`config.mk`:
```
export PLATFORM = sky130hd
export DESIGN_NAME = wide_add_sequencer
export DESIGN_NICKNAME = d
export VERILOG_FILES = /design/src/rtl/add_seq_pkg.sv /design/src/rtl/adder16_rc.sv /design/src/rtl/wide_add_sequencer.sv
export SDC_FILE = /design/constraint.sdc
export NUM_CORES = 1
export LEC_CHECK = 0
export ABC_CLOCK_PERIOD_IN_PS = 16850
export CAP_MARGIN = 20
export CORE_MARGIN = 2
export CORE_UTILIZATION = 43
export CTS_CLUSTER_DIAMETER = 100
export CTS_CLUSTER_SIZE = 14
export DETAILED_ROUTE_END_ITERATION = 6
export GPL_TIMING_DRIVEN = 0
export HOLD_SLACK_MARGIN = 0.15
export PLACE_DENSITY = 0.71
export SETUP_SLACK_MARGIN = 0.05
export SLEW_MARGIN = 20
export SYNTH_ARGS = -nofsm -noshare
export SYNTH_HDL_FRONTEND = slang
export SYNTH_HIERARCHICAL = 1
export SYNTH_SLANG_ARGS = --single-unit
```
`constraint.sdc`:
```
create_clock -name clk -period 16.85 [get_ports clk]
set_input_delay 3.37 -clock clk [delete_from_list [all_inputs] [get_ports clk]]
set_output_delay 3.37 -clock clk [all_outputs]
set_load 0.01 [all_outputs]
```
`src/rtl/add_seq_pkg.sv`:
```
// Shared types and sizing helpers for the word-serial wide adder.
package add_seq_pkg;

  localparam int unsigned WORD_W = 16;

  typedef enum logic [1:0] {
    IDLE = 2'd0,
    ADD  = 2'd1,
    DONE = 2'd2
  } state_e;

  // Counter widths never drop below one bit so degenerate parameters still elaborate.
  function automatic int unsigned idx_w(input int unsigned words);
    return (words > 1) ? $clog2(words) : 1;
  endfunction

  function automatic int unsigned wait_w(input int unsigned settle);
    return (settle > 0) ? $clog2(settle + 1) : 1;
  endfunction

endpackage

```
`src/rtl/adder16_rc.sv`:
```
// Combinational 16-bit ripple-carry adder: one full adder per bit, carry from bit i into bit i+1.
module adder16_rc
  import add_seq_pkg::*;
(
  input  logic [WORD_W-1:0] a,
  input  logic [WORD_W-1:0] b,
  input  logic              ci,
  output logic [WORD_W-1:0] s,
  output logic              co
);

  logic [WORD_W:0] carry_c;

  assign carry_c[0] = ci;

  for (genvar i = 0; i < WORD_W; i++) begin : g_fa
    logic p_c;
    assign p_c            = a[i] ^ b[i];
    assign s[i]           = p_c ^ carry_c[i];
    assign carry_c[i + 1] = (a[i] & b[i]) | (p_c & carry_c[i]);
  end

  assign co = carry_c[WORD_W];

endmodule

```
`src/rtl/wide_add_sequencer.sv`:
```
// Adds two WORDS x 16-bit operands one word per step through a single ripple-carry adder,
// least-significant word first, with the inter-word carry held in a register.
module wide_add_sequencer
  import add_seq_pkg::*;
#(
  parameter int unsigned WORDS  = 4,
  parameter int unsigned SETTLE = 1
) (
  input  logic                      clk,
  input  logic                      rst,
  input  logic                      start_valid,
  output logic                      start_ready,
  input  logic [WORD_W*WORDS-1:0]   a_in,
  input  logic [WORD_W*WORDS-1:0]   b_in,
  input  logic                      cin,
  output logic                      done_valid,
  input  logic                      done_ready,
  output logic [WORD_W*WORDS-1:0]   sum_out,
  output logic                      cout,
  output logic                      busy
);

  localparam int unsigned IDX_W  = idx_w(WORDS);
  localparam int unsigned WAIT_W = wait_w(SETTLE);

  typedef logic [WORDS-1:0][WORD_W-1:0] words_t;

  state_e            state_q, state_d;
  words_t            a_q, a_d;
  words_t            b_q, b_d;
  words_t            sum_q, sum_d;
  logic              carry_q, carry_d;
  logic [IDX_W-1:0]  idx_q, idx_d;
  logic [WAIT_W-1:0] wait_q, wait_d;
  logic              start_ready_q, start_ready_d;
  logic              done_valid_q, done_valid_d;
  logic              busy_q, busy_d;

  logic [WORD_W-1:0] add_s;
  logic              add_co;

  adder16_rc u_adder (
    .a  (a_q[idx_q]),
    .b  (b_q[idx_q]),
    .ci (carry_q),
    .s  (add_s),
    .co (add_co)
  );

  always_ff @(posedge clk) begin
    if (rst) begin
      state_q       <= IDLE;
      a_q           <= '0;
      b_q           <= '0;
      sum_q         <= '0;
      carry_q       <= 1'b0;
      idx_q         <= '0;
      wait_q        <= '0;
      start_ready_q <= 1'b1;
      done_valid_q  <= 1'b0;
      busy_q        <= 1'b0;
    end else begin
      state_q       <= state_d;
      a_q           <= a_d;
      b_q           <= b_d;
      sum_q         <= sum_d;
      carry_q       <= carry_d;
      idx_q         <= idx_d;
      wait_q        <= wait_d;
      start_ready_q <= start_ready_d;
      done_valid_q  <= done_valid_d;
      busy_q        <= busy_d;
    end
  end

  // Next-state and datapath updates; handshake flags are registered from the next state.
  always_comb begin
    state_d = state_q;
    a_d     = a_q;
    b_d     = b_q;
    sum_d   = sum_q;
    carry_d = carry_q;
    idx_d   = idx_q;
    wait_d  = wait_q;

    case (state_q)
      IDLE: begin
        if (start_valid && start_ready_q) begin
          a_d     = a_in;
          b_d     = b_in;
          carry_d = cin;
          idx_d   = '0;
          wait_d  = '0;
          sum_d   = '0;
          state_d = ADD;
        end
      end

      ADD: begin
        // wait_q counts up to SETTLE and never past it, so inequality is enough.
        if (wait_q != WAIT_W'(SETTLE)) begin
          wait_d = wait_q + WAIT_W'(1);
        end else begin
          sum_d[idx_q] = add_s;
          carry_d      = add_co;
          wait_d       = '0;
          if (idx_q == IDX_W'(WORDS - 1)) begin
            state_d = DONE;
          end else begin
            idx_d = idx_q + IDX_W'(1);
          end
        end
      end

      DONE: begin
        if (done_ready) begin
          state_d = IDLE;
        end
      end

      default: begin
        state_d = IDLE;
      end
    endcase

    start_ready_d = (state_d == IDLE);
    done_valid_d  = (state_d == DONE);
    busy_d        = (state_d != IDLE);
  end

  assign start_ready = start_ready_q;
  assign done_valid  = done_valid_q;
  assign busy        = busy_q;
  assign sum_out     = sum_q;
  assign cout        = carry_q;

endmodule

```
Yosys cells after proc, flatten, opt, wreduce, memory -nomap -nowiden
Index checks and enable logic that the tools add are counted.
{"block": "word_totals", "elab_cells": 145, "register_bits": 201, "input_bits": 133}
{"block": "classes", "n_mux": 25, "n_lt_le_gt_ge": 2, "add_sub_neg": 2, "reduce_logical": 10, "bitwise": 80, "n_eq_ne": 7}
{"operator": "$mux W64", "count": 2}
{"operator": "$pmux W64 S2", "count": 1}
{"operator": "$bmux W16 S2", "count": 2}
{"operator": "$bwmux W64", "count": 1}
{"operator": "$mux W16", "count": 3}
{"operator": "$and A1 B1 Y1", "count": 32}
{"operator": "$demux W16 S2", "count": 1}
{"operator": "$xor A1 B1 Y1", "count": 32}
{"operator": "$or A1 B1 Y1", "count": 16}
{"operator": "$mux W2", "count": 7}
{"operator": "$eq A2 B2 Y1 const B", "count": 3}
{"operator": "$ne A2 B2 Y1 const B", "count": 3}
{"operator": "$pmux W2 S3", "count": 1}
{"operator": "$logic_not A2 Y1", "count": 2}
{"operator": "$mux W1", "count": 4}
{"operator": "$pmux W1 S2", "count": 2}
{"operator": "$pmux W2 S2", "count": 1}
{"operator": "$reduce_and A2 Y1", "count": 2}
{"operator": "$reduce_and A4 Y1", "count": 1}
{"operator": "$reduce_bool A2 Y1", "count": 2}
{"operator": "$lt A2 B3 Y1 const B", "count": 1}
{"operator": "$reduce_and A3 Y1", "count": 1}
{"operator": "$add A2 B1 Y2 const B", "count": 1}
{"operator": "$eq A2 B1 Y1 const B", "count": 1}
{"operator": "3 further kinds", "count": 4}

Depth between registers and ports, before layout
Gate-level depths: netlist (run 1).
{"block": "depth", "word_depth": 37, "ltp_mapped": 25, "mapped_depth_nobuf": 23}

By module
The synthesis (run 1) kept the hierarchy.
{"mod": "wide_add_sequencer", "cells_per_inst": 936, "n_inst": 1, "area_per_inst_um2": 8131.5}
{"mod": "adder16_rc", "cells_per_inst": 26, "n_inst": 1, "area_per_inst_um2": 357.8}

Worst setup path before layout (run 1)
OpenSTA, ideal clock, no wires.
{"block": "synth_path", "kind": "flip-flop to flip-flop", "from": "reg idx_q[0]", "to": "reg sum_q, in the netlist sum_out[63]", "stages_incl_launch_ff": 26, "path_slack_ns": 9.146, "setup_time_ns": 0.092, "arrival_time_ns": 7.612, "n_path_buf": 2, "synth_period_minus_slack_ns": 7.704, "required_ns": 16.758, "path_cell_list": "dfxtp_1 -> buf_2 -> buf_2 -> mux4_2 -> inv_1 -> fa_1 -> inv_1 -> fa_1 -> fa_1 -> fa_1 -> fa_1 -> fa_1 -> fa_1 -> fa_1 -> fa_1 -> fa_1 -> fa_1 -> fa_1 -> fa_1 -> fa_1 -> fa_1 -> inv_1 -> fa_1 -> inv_1 -> nand2b_1 -> o32ai_1"}
{"block": "synth_between", "elab_chain_len": 37}
{"item": "start, declared", "line": "wide_add_sequencer.sv:33", "text": "logic [IDX_W-1:0] idx_q, idx_d;"}
{"item": "start signal, assigned", "line": "wide_add_sequencer.sv:68", "text": "idx_q <= idx_d;"}
{"item": "$bmux W16 S2, on equally long branches", "line": "wide_add_sequencer.sv:43, wide_add_sequencer.sv:44"}
{"item": "$mux W16, on equally long branches", "line": "wide_add_sequencer.sv:43, wide_add_sequencer.sv:44"}
{"item": "$xor A1 B1 Y1", "line": "adder16_rc.sv:18", "text": "assign p_c = a[i] ^ b[i];"}
{"item": "$and A1 B1 Y1", "line": "adder16_rc.sv:20", "text": "assign carry_c[i + 1] = (a[i] & b[i]) | (p_c & carry_c[i]);"}
{"item": "$or A1 B1 Y1", "line": "adder16_rc.sv:20"}
{"item": "$and A1 B1 Y1", "line": "adder16_rc.sv:20"}
{"item": "$or A1 B1 Y1", "line": "adder16_rc.sv:20"}
{"item": "$and A1 B1 Y1", "line": "adder16_rc.sv:20"}
{"item": "[22 not listed]"}
{"item": "$or A1 B1 Y1", "line": "adder16_rc.sv:20"}
{"item": "$and A1 B1 Y1", "line": "adder16_rc.sv:20"}
{"item": "$or A1 B1 Y1", "line": "adder16_rc.sv:20"}
{"item": "$xor A1 B1 Y1 *", "line": "adder16_rc.sv:19", "text": "assign s[i] = p_c ^ carry_c[i];"}
{"item": "via add_s[15]", "line": "wide_add_sequencer.sv:39", "text": "logic [WORD_W-1:0] add_s;"}
{"item": "$bwmux W64 *", "line": "wide_add_sequencer.sv:104", "text": "sum_d[idx_q] = add_s;"}
{"item": "$mux W64 *", "line": "wide_add_sequencer.sv:101", "text": "if (wait_q != WAIT_W'(SETTLE)) begin"}
{"item": "$pmux W64 S2 *", "line": "wide_add_sequencer.sv:86", "text": "case (state_q)"}
{"item": "end signal, assigned", "line": "wide_add_sequencer.sv:66", "text": "sum_q <= sum_d;"}
{"item": "end, declared", "line": "wide_add_sequencer.sv:31", "text": "words_t sum_q, sum_d;"}
The timed path passes the listed nets; every way through them passes the cells marked *. The select of a mux whose other input is x is not followed.
A chain may end at the register's enable or synchronous reset.

Final worst setup path (run 1)
{"block": "layout_path", "from": "reg idx_q[1]", "to": "reg sum_q, in the netlist sum_out[47]"}
Same word-level chain as after synthesis.

==> results of run 1 <==
[layout by cell type, fill, tap and decap left out]
| cell type | netlist | routed |
|---|---|---|
| sky130_fd_sc_hd__buf_6 | 10 | 10 |
| sky130_fd_sc_hd__a31oi_1 | 1 | 1 |
| sky130_fd_sc_hd__inv_8 | 0 | 1 |
| sky130_fd_sc_hd__ha_1 | 4 | 4 |
| sky130_fd_sc_hd__a21o_1 | 2 | 2 |
| sky130_fd_sc_hd__nor4bb_1 | 1 | 1 |
| sky130_fd_sc_hd__o31ai_1 | 1 | 1 |
| sky130_fd_sc_hd__nor2b_1 | 1 | 1 |
| sky130_fd_sc_hd__nand4bb_1 | 1 | 1 |
| sky130_fd_sc_hd__buf_1 | 1 | 1 |
| sky130_fd_sc_hd__nand2b_1 | 18 | 18 |
| sky130_fd_sc_hd__dfxtp_1 | 201 | 201 |
| sky130_fd_sc_hd__mux2_2 | 1 | 1 |
| sky130_fd_sc_hd__clkbuf_16 | 0 | 19 |
| sky130_fd_sc_hd__a31o_2 | 1 | 1 |
| sky130_fd_sc_hd__clkbuf_1 | 52 | 52 |
| sky130_fd_sc_hd__nand3_1 | 49 | 49 |
| sky130_fd_sc_hd__a211oi_1 | 1 | 1 |
| sky130_fd_sc_hd__inv_1 | 26 | 26 |
| sky130_fd_sc_hd__buf_4 | 1 | 1 |
| sky130_fd_sc_hd__fa_1 | 16 | 16 |
| sky130_fd_sc_hd__o32ai_1 | 14 | 14 |
| sky130_fd_sc_hd__a21oi_1 | 172 | 172 |
| sky130_fd_sc_hd__mux4_2 | 32 | 32 |
| sky130_fd_sc_hd__buf_2 | 17 | 17 |
| sky130_fd_sc_hd__nor2_1 | 3 | 3 |
| sky130_fd_sc_hd__nand3b_1 | 3 | 3 |
| sky130_fd_sc_hd__a21oi_2 | 9 | 9 |
| sky130_fd_sc_hd__clkdlybuf4s50_1 | 0 | 199 |
| sky130_fd_sc_hd__nand2_1 | 299 | 299 |
| sky130_fd_sc_hd__nand2_2 | 9 | 9 |
| sky130_fd_sc_hd__nor3_1 | 1 | 1 |
| sky130_fd_sc_hd__a311oi_1 | 1 | 1 |
| sky130_fd_sc_hd__nand4b_1 | 6 | 6 |
| sky130_fd_sc_hd__nand3_2 | 1 | 1 |
| sky130_fd_sc_hd__buf_12 | 1 | 1 |
| sky130_fd_sc_hd__and4b_1 | 3 | 3 |
| sky130_fd_sc_hd__mux2i_1 | 3 | 3 |
[final cells by class]
cell class,instances,area (um2),area share
buffer,82,424,0.0375
clock buffer,19,475,0.0421
clock inverter,1,11.3,0.000997
inverter,26,97.6,0.00864
multi-input combinational,653,3940,0.349
sequential,201,4020,0.356
tap,265,332,0.0293
timing repair buffer,199,1990,0.176
[critical path: cells and delay by family, from the launching register on]
family                   cells  cell delay (ps)
adder cells (fa/ha/maj)     16             6160
buffers and inverters        6             1260
multiplexers                 1              410
flip-flops                   1              360
AO/OA/AOI/OAI                1              130
AND/OR/NAND/NOR              1               70
[power by group]
part	internal (mW)	total, mW	switching (mW)	leakage (nW)
registers	0.499	0.511	0.0128	1.64
logic	0.0768	0.174	0.0973	2.07
clock network	0.200	0.368	0.167	0.240
total	0.776	1.05	0.277	3.95
[cell families after synthesis]
logic type,synth area share
buffers and inverters,0.0615
AOI/OAI and AO/OA,0.131
adders and majority gates,0.0436
and+or+nand+nor,0.200
muxes,0.0898
DFF,0.474
[flip-flops by register name (all words and copies together) (netlist names)]
signal,count
busy,1
sum_out,64
done_valid,1
idx_q,2
b_q,64
state_q,2
a_q,64
cout,1
wait_q,1
start_ready,1
[final timing paths]
| check | from | endpoint | slack [ps] | cells after the start |
|---|---|---|---|---|
| setup / recovery | idx_q[1]$_SDFFE_PP0P_ | sum_out[47]$_SDFFE_PP0P_ | 8390 | 25 |
| hold / removal | b_q[29]$_SDFFE_PP0P_ | b_q[29]$_SDFFE_PP0P_ | 450 | 2 |
| hold reg to reg | b_q[29]$_SDFFE_PP0P_ | b_q[29]$_SDFFE_PP0P_ | 450 | 2 |
| setup reg to reg | idx_q[1]$_SDFFE_PP0P_ | sum_out[47]$_SDFFE_PP0P_ | 8390 | 25 |
[routing by layer]
layer  wire (um)  up-vias  track usage
met5           0        -            0
met2       12100      309        0.405
met3        1820       53       0.0321
met1       10800     3547        0.322
li1            -     3660            -
met4         839        0       0.0925
[synth_stat cells, types with 6 or more instances]
cell type | count | area share
sky130_fd_sc_hd__buf_2 | 17 | 0.010
sky130_fd_sc_hd__inv_1 | 26 | 0.011
sky130_fd_sc_hd__nand2_2 | 9 | 0.0066
sky130_fd_sc_hd__clkbuf_1 | 52 | 0.023
sky130_fd_sc_hd__fa_1 | 16 | 0.038
sky130_fd_sc_hd__a21oi_1 | 172 | 0.10
sky130_fd_sc_hd__a21oi_2 | 9 | 0.0093
sky130_fd_sc_hd__nand2_1 | 299 | 0.13
sky130_fd_sc_hd__buf_6 | 10 | 0.013
sky130_fd_sc_hd__dfxtp_1 | 201 | 0.47
sky130_fd_sc_hd__o32ai_1 | 14 | 0.014
sky130_fd_sc_hd__nand4b_1 | 6 | 0.0062
sky130_fd_sc_hd__nand2b_1 | 18 | 0.013
sky130_fd_sc_hd__mux4_2 | 32 | 0.085
sky130_fd_sc_hd__nand3_1 | 49 | 0.029
[metrics by stage]
stage	power, mW	setup slack, ps
after floorplan	0.614	9150
after global placement	0.691	8580
after detailed placement	0.694	8500
after CTS	1.06	8480
after global routing	1.09	8080
final	1.05	8390
==> implementation parameters, run 1 <==
Parameter                              Value

Placement
  Final estimated routing congestion in global placement ... 0.845
  Placed Cells incl. Taps ... ~1400
  Number of buffer cells added on primary ports ... 199
  Post-place instance area ... 0.0108 mm2
  Placed wire-length estimate ... slightly below 20000 um

Synthesis
  Post-Syn Instances ... 962
  Asr flop ratio synth ... 0
  Total nets after synthesis ... between 1000 and 1500
  Primary flip-flop cell chosen by synthesis mapping ... sky130_fd_sc_hd__dfxtp_1
  Mean cell area of the mapped netlist ... a little under 9 um2
  Library cells used by synthesis ... 35
  FF+latch count, synth ... 201
  Number of synthesis warnings ... 6
  EDFF count, synth ... 0
  Mapped Area ... 0.00849 mm2
  Sequential-to-total area share from yosys stat ... 0.474

Timing
  Rel. slew slack ... 0.528
  Fin Hold WS ... 453 ps
  Setup violations, final ... 0
  Fin crit share ... 0.502
  Max Clk Rate ... 0.118 GHz
  RSZ-0062 raised after global routing ... false
  Final number of hold-violating endpoints ... 0
  Max-slew violation total from the final report ... 0
  Final critical-path required period ... 8460 ps
  Clock skew ... ~13 ps
  Worst slew pin tran ... approximately 710 ps
  Setup Total Neg Slack ... 0 ps

Critical path
  Slowest Stage Delay on Critical Path ... between 500 and 600 ps
  Arrival time of the worst setup path ... 8860 ps
  Crit-path slowest cell ... sky130_fd_sc_hd__clkbuf_1
  Element type at the critical path start ... flop
  Start-to-end type of the worst setup path ... flop to flop
  Highest net fanout along the worst path ... 10
  Library cell appearing most often on the critical path ... sky130_fd_sc_hd__fa_1
  Required time at the worst-slack endpoint ... 17250 ps
  Kind of capture point of the worst setup path ... flop

Finish
  Share of final-layout standard cells stronger than drive strength 1 ... 0.0864
  # nets final ... 1334
  Layout fillers ... about 1800
  Final Instance Count excl. Fillers ... 1446
  ANT cells ... 0
  Synthesis-to-finish area growth ... 33.1%
  Fraction of the core area covered by cells at the end of the flow ... 0.582
  Non-Filler Cell Area, Final ... 0.0113 mm2

Global route
  First-pass GRT wire length ... 38300 um
  Total grt overflow ... 0
  Number of global-route vias before repair ... between 7000 and 8000
  Largest net degree at the start of global routing ... 15
  Total track usage ... 0.242
  Number of antenna violations at the first check in global routing ... 0

Clock network
  Buffers from clock root to sink, at most ... 3
  Total CTS buffers ... 18
  Max H-tree Level ... 1
  TritonCTS clock tree ... built
  Number of setup buffers added after CTS ... 0
  Latest clock arrival within the worst-skew pair ... 480 ps
  Number of hold buffers added after CTS ... 0
  Total number of clock tree sinks ... approximately 200
  Clock-pin slew reported for the worst setup and hold paths after clock tree synthesis ... around 60 ps
  Number of gates given a new drive strength after cts ... 0
  Clock root buffer ... sky130_fd_sc_hd__clkbuf_16

Die
  Boundary Pins ... approximately 200
  Core Footprint ... 0.0194 mm2
  Die span in y ... 145 um
  Placement row count ... 51
  Die X ... 145 um
  Die Area ... 0.0209 mm2
  Initial standard-cell utilization of the core ... 0.438

Route
  Routed wirelength normalized by instance count ... 17.7 um
  Total iterations of the first detailed-routing run ... 7
  DR vias/cell ... 5.23
  Initial DRC Count ... around 530
  Number of nets with antenna violations after routing ... 0
  Vias ... 7569
  Number of remaining DRC errors ... 0
  Routed WL ... 25500 um

Power
  Leakage power ... 3.95 nW
  Power per unit of standard cell area ... 93.2 mW/mm2
  Worst supply voltage drop on vdd ... 0.0694 mV

Outcome
  Run status ... complete, no violations

Flow run
  Number of max-capacitance violations reported ... 0

Hold path
  Type of the tightest min-delay check ... flop to flop
(Power assumes the default switching activity.)
==> inputs of run 2 (changes only) <==
- ABC_CLOCK_PERIOD_IN_PS: 16850 -> 7100
- PLACE_DENSITY: 0.71 -> 0.73
- clock period: 16.85 -> 7.1 ns (I/O delays scaled with it)
==> run 2 against run 1 <==
The flow now finishes with violations (negative setup slack). Sequential power is 140% higher. Clock skew increased by 1.1 ps. Non-clock buffer count increased by 5. Largest power group unchanged.
==> implementation parameters, run 2 (synthesized netlist as in run 1, its figures left out) <==
Parameter                              Value

Route
  Total iterations of the first detailed-routing run ... 5
  Number of remaining DRC errors ... 0
  DR vias/cell ... 5.33
  Vias ... 7739
  Initial DRC Count ... 558
  Number of nets with antenna violations after routing ... 0
  Routed wirelength normalized by instance count ... 18.0 um
  Routed WL ... 26200 um

Placement
  Post-place instance area ... 0.0109 mm2
  Placed Cells incl. Taps ... 1426
  Number of buffer cells added on primary ports ... 199
  Final estimated routing congestion in global placement ... 0.885
  Placed wire-length estimate ... 19900 um

Finish
  Synthesis-to-finish area growth ... 34.8%
  # nets final ... 1339
  Layout fillers ... 1756
  Area taken by flip-flops and latches ... between 0.004 and 0.005 mm2
  Non-Filler Cell Area, Final ... 0.0114 mm2
  Commonest cells after routing, fill and taps aside ... 299 x sky130_fd_sc_hd__nand2_1, 199 x sky130_fd_sc_hd__dfxtp_1, 199 x sky130_fd_sc_hd__clkdlybuf4s50_1
  Most common cell after layout, fill and taps aside ... sky130_fd_sc_hd__nand2_1
  Final Instance Count excl. Fillers ... approximately 1500
  ANT cells ... 0
  Area of combinational cells with multiple inputs ... about 0.0040 mm2
  Share of final-layout standard cells stronger than drive strength 1 ... 0.110

Timing
  Rel. slew slack ... 0.538
  Final Worst Setup Slack ... -65.3 ps
  Max-slew violation total from the final report ... 0
  Final number of hold-violating endpoints ... 0
  RSZ-0062 raised after global routing ... true
  Setup violations, final ... 4
  Fin crit share ... 1.01
  Worst slew pin tran ... 693 ps
  Clock skew ... 13.7 ps
  Final critical-path required period ... 7170 ps
  Max Clk Rate ... roughly 0.14 GHz

Die
  Core Footprint ... just under 0.02 mm2
  Initial standard-cell utilization of the core ... 0.438
  Die Area ... approximately 0.021 mm2
  Boundary Pins ... around 200
  Placement row count ... 51
  Die span in y ... 145 um
  Die X ... 145 um

Clock network
  TritonCTS clock tree ... built
  Clock root buffer ... sky130_fd_sc_hd__clkbuf_16
  Total CTS buffers ... 18
  Max H-tree Level ... 1
  Total number of clock tree sinks ... 201
  Latest clock arrival within the worst-skew pair ... 480 ps
  Buffers from clock root to sink, at most ... 3
  Clock-pin slew reported for the worst setup and hold paths after clock tree synthesis ... 70 ps

Hold path
  Type of the tightest min-delay check ... flop to flop
  Hold-critical path endpoint ... a_q[58]$_SDFFE_PP0P_
  Hold_sp ... a_q[58]$_SDFFE_PP0P_
  Depth of the worst hold-timing path ... 2

Outcome
  Run status ... complete, but fails checks
  Violated checks ... negative setup slack

Critical path
  Slack of the worst reg-to-reg path ... -70 ps
  Arrival time of the worst setup path ... 7570 ps
  Element type at the critical path start ... flop
  Required time at the worst-slack endpoint ... 7500 ps
  Reg-to-Reg End ... sum_out[47]$_SDFFE_PP0P_
  Start-to-end type of the worst setup path ... flop to flop
  Register-to-Register Path Depth ... 25
  RR Startpoint ... idx_q[0]$_SDFFE_PP0P_
  Highest net fanout along the worst path ... 4
  Kind of capture point of the worst setup path ... flop

Power
  Leakage power ... 3.97 nW
  Total power of the final layout ... 2.52 mW
  Power per unit of standard cell area ... around 220 mW/mm2
  Worst supply voltage drop on vdd ... about 0.14 mV

Global route
  Largest net degree at the start of global routing ... 15
  First-pass GRT wire length ... between 30000 and 40000 um
  Total track usage ... 0.249
  Total grt overflow ... 0
  Number of global-route vias before repair ... 7455
  Number of antenna violations at the first check in global routing ... 0

Flow run
  Number of max-capacitance violations reported ... 0
## run 2: cell count changes in the layout (fill, tap and decap cells not counted), moves of 4 or more
cell                    change
sky130_fd_sc_hd__fa_1      -14
sky130_fd_sc_hd__fa_2      +14
sky130_fd_sc_hd__buf_4      +4
sky130_fd_sc_hd__inv_1      -4
sky130_fd_sc_hd__inv_2      +4
## run 2: layout make-up
cell class,count,area share
Inverter,26,0.00853
Clock buffer,19,0.0416
Buffer,82,0.0411
Timing Repair Buffer,204,0.178
Clock inverter,1,0.000984
Tap cell,265,0.0290
Multi-Input combinational cell,653,0.348
Sequential cell,201,0.352
## run 2: routing by layer
layer / wire (um) / vias up / GRT usage
li1: - / 3675 / -
met1: 10900 / 3687 / 0.332
met2: 12600 / 323 / 0.419
met3: 1760 / 54 / 0.0334
met4: 853 / 0 / 0.0792
met5: 0 / - / 0
## run 2: through the flow
| step | setup slack (ps) | util | setup TNS (ps) | hold slack (ps) |
|---|---|---|---|---|
| finish | -65.3 | 0.590 | -241 | 453 |
| global route | -178 | 0.590 | -666 | 471 |
| detailed placement | -599 | 0.560 | -3610 | 447 |
| CTS | -28.1 | 0.589 | -82.4 | 455 |
| floorplan | 78.0 | - | 0 | 433 |
| global placement | -528 | 0.560 | -3120 | 439 |
## run 2: timing repair
item / CTS / global route
gates resized for setup: 12 / 3
endpoints found under the setup margin: 10 / 4
hold buffers: 0 / 0
setup buffers: 5 / 0
## run 2: worst max-delay path, cell delays in order (launching register included)
cell                      delay, ps
sky130_fd_sc_hd__dfxtp_2        340
sky130_fd_sc_hd__buf_8          110
sky130_fd_sc_hd__buf_12          90
sky130_fd_sc_hd__mux4_2         520
sky130_fd_sc_hd__inv_2           80
sky130_fd_sc_hd__fa_1           170
sky130_fd_sc_hd__inv_1           50
sky130_fd_sc_hd__fa_2           330
sky130_fd_sc_hd__fa_2           340
sky130_fd_sc_hd__fa_2           340
sky130_fd_sc_hd__fa_2           360
sky130_fd_sc_hd__fa_2           370
sky130_fd_sc_hd__fa_2           350
sky130_fd_sc_hd__fa_2           350
sky130_fd_sc_hd__fa_2           360
sky130_fd_sc_hd__fa_2           360
sky130_fd_sc_hd__fa_2           360
sky130_fd_sc_hd__fa_2           350
sky130_fd_sc_hd__fa_2           340
sky130_fd_sc_hd__fa_2           340
sky130_fd_sc_hd__fa_2           340
sky130_fd_sc_hd__inv_2           70
sky130_fd_sc_hd__fa_1           430
sky130_fd_sc_hd__inv_2          110
sky130_fd_sc_hd__nand2_1         50
sky130_fd_sc_hd__a21oi_1        130
## run 2: report_power, final
part / internal [mW] / leakage (nW) / switching [mW]
Sequential: 1.18 / 1.64 / 0.0305
Combinational: 0.192 / 2.09 / 0.233
Clock: 0.475 / 0.240 / 0.406
## run 2: worst max path at each step
stage	end	start	slack (ps)	cells past startpoint
detailed placement	sum_out[47]$_SDFFE_PP0P_	idx_q[1]$_SDFFE_PP0P_	-600	22
floorplan	sum_out[63]$_SDFFE_PP0P_	idx_q[0]$_SDFFE_PP0P_	80	25
CTS	sum_out[47]$_SDFFE_PP0P_	idx_q[0]$_SDFFE_PP0P_	-30	25
global placement	sum_out[15]$_SDFFE_PP0P_	idx_q[1]$_SDFFE_PP0P_	-530	22
finish	sum_out[47]$_SDFFE_PP0P_	idx_q[0]$_SDFFE_PP0P_	-70	25
global route	sum_out[31]$_SDFFE_PP0P_	idx_q[0]$_SDFFE_PP0P_	-180	25
==> inputs of run 3 (changes only) <==
- REMOVE_ABC_BUFFERS: not set -> 1
- TNS_END_PERCENT: not set -> 10
==> run 3 against run 2 <==
The run still ends with negative setup slack left. Non-clock buffer count decreased by 66. Hold slack lost 1.1 ps. Final area down 1.3%. Sequential power hardly changed. Setup slack lost 97 ps. Critical path depth fell by 1. Clock-buffer cell count grew 1. Global-route usage shrank 3.8 points. Final cell count shrank 4.5%. Maximum frequency decreased by 1.3%. Die area unchanged. Highest routed layer unchanged. Clock skew hardly changed. Largest power group unchanged.
==> implementation parameters, run 3 (synthesized netlist as in run 1, its figures left out) <==
Parameter                              Value

Hold path
  Hold_sp ... b_q[54]$_SDFFE_PP0P_
  Type of the tightest min-delay check ... flop to flop

Power
  Worst supply voltage drop on vdd ... 0.136 mV
  Leakage power ... 3.87 nW
  Total power of the final layout ... 2.46 mW
  Power per unit of standard cell area ... roughly 220 mW/mm2

Route
  DR vias/cell ... 5.17
  Vias ... between 7000 and 8000
  Routed wirelength normalized by instance count ... 15.9 um
  Number of nets with antenna violations after routing ... 0
  Initial DRC Count ... 371
  Number of remaining DRC errors ... 0
  Routed WL ... between 20000 and 25000 um
  Total iterations of the first detailed-routing run ... 7

Critical path
  CP top delay family ... adder cells
  Start-to-end type of the worst setup path ... flop to flop
  Launch point of the worst path ... idx_q[0]$_SDFFE_PP0P_
  Slowest Stage Delay on Critical Path ... 490 ps
  Required time at the worst-slack endpoint ... 7500 ps
  Critical path, cell by cell ... buf_12 > mux4_2 > inv_2 > fa_2 > inv_2 > fa_2 > fa_2 > fa_2 > fa_2 > fa_2 > fa_2 > fa_2 > fa_2 > fa_2 > fa_2 > fa_2 > fa_2 > fa_2 > fa_2 > inv_2 > fa_1 > inv_2 > nand2_1 > a21oi_2
  Worst path bufs/invs ... 5
  Element type at the critical path start ... flop
  Crit-path slowest cell ... sky130_fd_sc_hd__mux4_2
  Library cell appearing most often on the critical path ... sky130_fd_sc_hd__fa_2
  RR Startpoint ... idx_q[0]$_SDFFE_PP0P_
  Arrival time of the worst setup path ... about 7700 ps
  Kind of capture point of the worst setup path ... flop
  Highest net fanout along the worst path ... 4

Placement
  Placed Cells incl. Taps ... about 1400
  Setup slack after placement ... -1390 ps
  Post-place instance area ... 0.0107 mm2
  Number of buffer cells added on primary ports ... 200
  Final estimated routing congestion in global placement ... roughly 0.77
  Placed wire-length estimate ... 14900 um

Flow run
  Number of max-capacitance violations reported ... 0

Clock network
  TritonCTS clock tree ... built
  Latest clock arrival within the worst-skew pair ... 480 ps
  Total number of clock tree sinks ... between 200 and 250
  Max H-tree Level ... 1
  Clock-pin slew reported for the worst setup and hold paths after clock tree synthesis ... around 60 ps
  Number of hold buffers added after CTS ... 0
  Clock root buffer ... sky130_fd_sc_hd__clkbuf_16
  Buffers from clock root to sink, at most ... 3
  Total CTS buffers ... 18

Timing
  Setup violations, final ... 4
  Fin Hold WS ... 452 ps
  Final critical-path required period ... 7260 ps
  Max Clk Rate ... approximately 0.14 GHz
  Fin crit share ... 1.02
  RSZ-0062 raised after global routing ... true
  Setup Total Neg Slack ... -582 ps
  Clock skew ... about 13 ps
  Worst slew pin tran ... 1050 ps
  Max-slew violation total from the final report ... 0
  Rel. slew slack ... 0.297
  Final number of hold-violating endpoints ... 0
  Final Worst Setup Slack ... -162 ps

Die
  Die span in y ... 145 um
  Die X ... 145 um
  Core Footprint ... 0.0194 mm2
  Boundary Pins ... 201
  Die Area ... 0.0209 mm2
  Initial standard-cell utilization of the core ... 0.438
  Placement row count ... 51

Global route
  Number of antenna violations at the first check in global routing ... 0
  Number of global-route vias before repair ... 6738
  First-pass GRT wire length ... 34800 um
  Largest net degree at the start of global routing ... 119
  Total grt overflow ... 0
  Total track usage ... 0.210

Finish
  # nets final ... 1273
  Share of final-layout standard cells stronger than drive strength 1 ... 0.109
  Final Instance Count excl. Fillers ... 1386
  Layout fillers ... 1767
  Fraction of the core area covered by cells at the end of the flow ... 0.582
  Synthesis-to-finish area growth ... 33.0%
  Commonest cells after routing, fill and taps aside ... 299 x sky130_fd_sc_hd__nand2_1, 199 x sky130_fd_sc_hd__dfxtp_1, 199 x sky130_fd_sc_hd__clkdlybuf4s50_1
  Most common cell after layout, fill and taps aside ... sky130_fd_sc_hd__nand2_1
  ANT cells ... 0
  Non-Filler Cell Area, Final ... 0.0113 mm2

Outcome
  Violated checks ... negative setup slack
  Run status ... complete, but fails checks
[run 3: cell types whose count changed in the layout (fill, tap and decap cells not counted), moves of 2 or more]
cell and change:
sky130_fd_sc_hd__clkbuf_1 -49, sky130_fd_sc_hd__buf_12 +2, sky130_fd_sc_hd__buf_2 -16, sky130_fd_sc_hd__buf_6 -5
sky130_fd_sc_hd__dfxtp_2 -2, sky130_fd_sc_hd__dfxtp_4 +2, sky130_fd_sc_hd__a21oi_2 +3, sky130_fd_sc_hd__clkbuf_8 -2
sky130_fd_sc_hd__a21oi_1 -3, sky130_fd_sc_hd__buf_16 +2
[run 3: what timing repair did]
item,CTS,global route
resized for setup,23,2
pin swaps,1,2
setup endpoints to repair,17,6
buffers inserted,3,0
gates cloned,1,0
[run 3: layout make-up]
class / instances / area (um2) / share of cell area
flip-flops and latches: 201 / 4030 / 0.357
multi-input cells: 653 / 4030 / 0.357
repair buffers: 220 / 2310 / 0.205
clock buffers: 20 / 479 / 0.0424
well taps: 265 / 332 / 0.0294
inverters: 26 / 97.6 / 0.00864
clock inverters: 1 / 11.3 / 0.000997
[run 3: path summary, 6_finish.rpt]
path / to / slack, ps / depth (start not counted)
setup / recovery: sum_out[31]$_SDFFE_PP0P_ / -160 / 24
hold / removal: b_q[54]$_SDFFE_PP0P_ / 450 / 2
setup reg to reg: sum_out[31]$_SDFFE_PP0P_ / -160 / 24
hold reg to reg: b_q[54]$_SDFFE_PP0P_ / 450 / 2
[run 3: layer usage]
layer  up-vias  global-route usage  share of wire
li1       3528                   -              -
met2       199               0.364           0.50
met5         -                   0              0
met4         0              0.0475          0.017
met3        28              0.0381          0.057
met1      3413               0.275           0.43
[run 3: power by group]
part | internal (mW) | total [mW] | switching (mW)
Clock | 0.477 | 0.877 | 0.400
Sequential | 1.18 | 1.21 | 0.0311
Combinational | 0.186 | 0.374 | 0.188
Total | 1.85 | 2.46 | 0.619
[run 3: worst reg2reg max path: stages (launching register included)]
cell	delay, ps
sky130_fd_sc_hd__dfxtp_4	390
sky130_fd_sc_hd__buf_12	110
sky130_fd_sc_hd__mux4_2	490
sky130_fd_sc_hd__inv_2	80
sky130_fd_sc_hd__fa_2	230
sky130_fd_sc_hd__inv_2	40
sky130_fd_sc_hd__fa_2	350
sky130_fd_sc_hd__fa_2	370
sky130_fd_sc_hd__fa_2	360
sky130_fd_sc_hd__fa_2	360
sky130_fd_sc_hd__fa_2	370
sky130_fd_sc_hd__fa_2	360
sky130_fd_sc_hd__fa_2	350
sky130_fd_sc_hd__fa_2	350
sky130_fd_sc_hd__fa_2	360
sky130_fd_sc_hd__fa_2	360
sky130_fd_sc_hd__fa_2	360
sky130_fd_sc_hd__fa_2	360
sky130_fd_sc_hd__fa_2	370
sky130_fd_sc_hd__fa_2	360
sky130_fd_sc_hd__inv_2	70
sky130_fd_sc_hd__fa_1	420
sky130_fd_sc_hd__inv_2	110
sky130_fd_sc_hd__nand2_1	80
sky130_fd_sc_hd__a21oi_2	150
==> patch (config.mk and constraints of run 3) <==
The 3 states of `state_e` get a one-hot encoding in 3 bits.
--- a/src/rtl/add_seq_pkg.sv
+++ b/src/rtl/add_seq_pkg.sv
@@ -3,10 +3,10 @@
 
   localparam int unsigned WORD_W = 16;
 
-  typedef enum logic [1:0] {
-    IDLE = 2'd0,
-    ADD  = 2'd1,
-    DONE = 2'd2
+  typedef enum logic [2:0] {
+    IDLE = 3'b001,
+    ADD  = 3'b010,
+    DONE = 3'b100
   } state_e;
 
   // Counter widths never drop below one bit so degenerate parameters still elaborate.
Function: same outputs for any inputs over 10 cycles, from zero or initial values and one cycle with rst high; not proved beyond that.
==> patch against run 3 <==
  * The flow still finishes with violations (setup timing)
  * Sequential share of layout area is 1.2 points higher
  * Cell area is 2.8% lower
  * Area after synthesis is 3.6% lower
  * Power is 1.4% lower
  * Clock power hardly changed
  * Largest power group unchanged
  * Setup slack worse by 0.00064 ns
  * Sequential cell count is 1 higher
  * Wire length is 4.5% lower
  * Critical path type unchanged
  * Combinational power is 9.4% lower
==> patch: results (changes against run 3) <==
Worst setup path
  • CP max stage delay: 0.51 ns (+0.02 ns)
  • FF-to-FF Start: idx_q[0]$_SDFFE_PP0P_
  • Reg-to-Reg End: sum_out[15]$_SDFFE_PP0P_

Drt
  • WL met1: 9083 um (-3.7%)
  • Iter 0 DRT Violations: 291 (-22%)
  • Wire length on met2: 10290 um (-6.0%)
  • DR pass1 iterations: 5 (-2)
  • Vias per cell: 5.207 (+0.69%)
  • Vias: 6582 (-8.2%)
  • Top Layer Used: met4
  • WL per Instance: 16.63 um (+4.7%)
  • Met3 wire length: 1339 um (+6.9%)

Timing
  • Final setup viols: 4 (unchanged)
  • TNS Setup: -0.4746 ns (+0.1074 ns)
  • Clock skew: 0.01489 ns (+0.001472 ns)
  • Final setup margin: -0.1629 ns (-0.0006430 ns)
  • Worst-margin pin slew: 0.8826 ns (-0.1658 ns)
  • Hold_ws: 0.4523 ns (+0.0003960 ns)

Synth
  • Mux share of post-synthesis cell area: 8.945% (-0.031 points)
  • YS warnings: 6 (unchanged)
  • Post-synthesis compound-gate area fraction: 16.85% (+3.7 points)
  • Sequential area share after synthesis: 49.42% (+2.0 points)
  • Synthesized-area fraction occupied by adder cells: 4.526% (+0.16 points)
  • Syn_area_per_cell: 9.449 um^2 (+7.1%)
  • Ranking of synthesized cells by area: dfxtp_1 (49%), nand2_1 (13%), mux4_2 (8.8%)
  • Library cells used by synthesis: 34 (-2.9%)
  • Top post-synthesis cells by count: nand2_1 (277), dfxtp_1 (202), a21oi_1 (131), clkbuf_1 (34)

Global routing
  • Largest net degree at the start of global routing: 106 (-11%)
  • Vias in the first global route: 6512 (-3.4%)
  • Gr usage total: 20.87% (-0.15 points)
  • First-pass GRT wire length: 33670 um (-3.2%)

Power
  • Static Leakage: 3.830 nW (-1.2%)
  • Switching Share: 24.74% (-0.38 points)
  • Clock power frac: 35.9% (+0.3 points)
  • VDD IR-drop max: 0.0001632 V (+20%)
  • Cell Pwr Density: 221.5 nW/um^2 (+1.5%)

Placement
  • HPWL after detailed placement: 14050 um (-5.7%)
  • RePlAce Congestion: 0.7718 (+0.81%)
  • Dpl ws: -1.441 ns (-0.05471 ns)
  • Area post-placement: 10350 um^2 (-3.1%)
  • Count of buffers from port buffering: 200 (unchanged)

Outcome
  • Failing checks: setup timing
  • Outcome: finished, violations left

Worst hold path
  • Hold EP: b_q[37]$_SDFFE_PP0P_
  • Min-Delay Startpoint: b_q[37]$_SDFFE_PP0P_

Finish
  • Fin nets: 1182 (-7.1%)
  • Share of cells above drive strength 1: 10.19% (-0.69 points)

Floorplan
  • Die Width: 142.0 um (-1.8%)
==> patch: cell types whose count changed after synthesis, moves of 5 or more <==
cell             run 3  this run
nand2_1            299       277
a21oi_2              9         0
a32o_1               0        32
nand3_1             49         0
clkbuf_1            52        34
buf_6               10         4
nor2_1               3         8
nand2_2              9         0
a21oi_1            172       131
buf_2               17        30
a22o_1               0        14
nand2b_1            18         4
==> patch: what timing repair did <==
action / CTS / global route
pin swaps: 5 / 3
cloned: 1 / 0
hold buffers: 0 / 0
setup buffers: 5 / 0
gates resized for setup: 20 / 3
setup endpoints to repair: 17 / 9
==> patch: cell type report <==
type / count / area, um^2
fill: 1640 / 7734
tap: 234 / 292.8
clock buffer: 20 / 479.2
multi-input combinational: 563 / 3767
timing repair buffer: 214 / 2260
clock inverter: 1 / 8.758
sequential: 202 / 4051
inverter: 30 / 112.6
==> patch: per-layer routing <==
layer / GRT usage (%) / up-vias
li1: - / 3277
met1: 27.36 / 3105
met2: 35.87 / 176
met3: 4.071 / 24
met4: 4.789 / 0
met5: 0 / -
==> patch: kinds of logic after synthesis <==
family	Yosys count
AND/OR/NAND/NOR	305
AO/OA/AOI/OAI	205
flip-flops	202
adder cells (fa/ha/maj)	20
multiplexers	33
buffers and inverters	101
==> patch: worst max-delay path by stage <==
stage / to / startpoint / cells past startpoint / slack [ns]
2_1_floorplan: sum_out[15]$_SDFFE_PP0P_ / idx_q[0]$_SDFFE_PP0P_ / 23 / -1.50
3_3_place_gp: sum_out[63]$_SDFFE_PP0P_ / idx_q[0]$_SDFFE_PP0P_ / 23 / -3.09
3_5_place_dp: sum_out[15]$_SDFFE_PP0P_ / idx_q[0]$_SDFFE_PP0P_ / 24 / -1.44
4_1_cts: sum_out[15]$_SDFFE_PP0P_ / idx_q[0]$_SDFFE_PP0P_ / 24 / -0.27
5_1_grt: sum_out[15]$_SDFFE_PP0P_ / idx_q[0]$_SDFFE_PP0P_ / 24 / -0.36
6_report: sum_out[15]$_SDFFE_PP0P_ / idx_q[0]$_SDFFE_PP0P_ / 24 / -0.16
==> patch: worst reg2reg max path: stages (launching register included) <==
cell and delay, ns:
dfxtp_4 0.36, buf_12 0.11, mux4_2 0.51, inv_2 0.08, fa_1 0.16, inv_1 0.05, fa_2 0.35, fa_2 0.38
fa_2 0.41, fa_2 0.36, fa_2 0.36, fa_2 0.36, fa_2 0.36, fa_2 0.35, fa_2 0.38, fa_2 0.35
fa_2 0.36, fa_2 0.36, fa_2 0.37, fa_2 0.35, inv_2 0.08, fa_1 0.42, inv_2 0.10, nand2_2 0.08
o2bb2ai_2 0.14
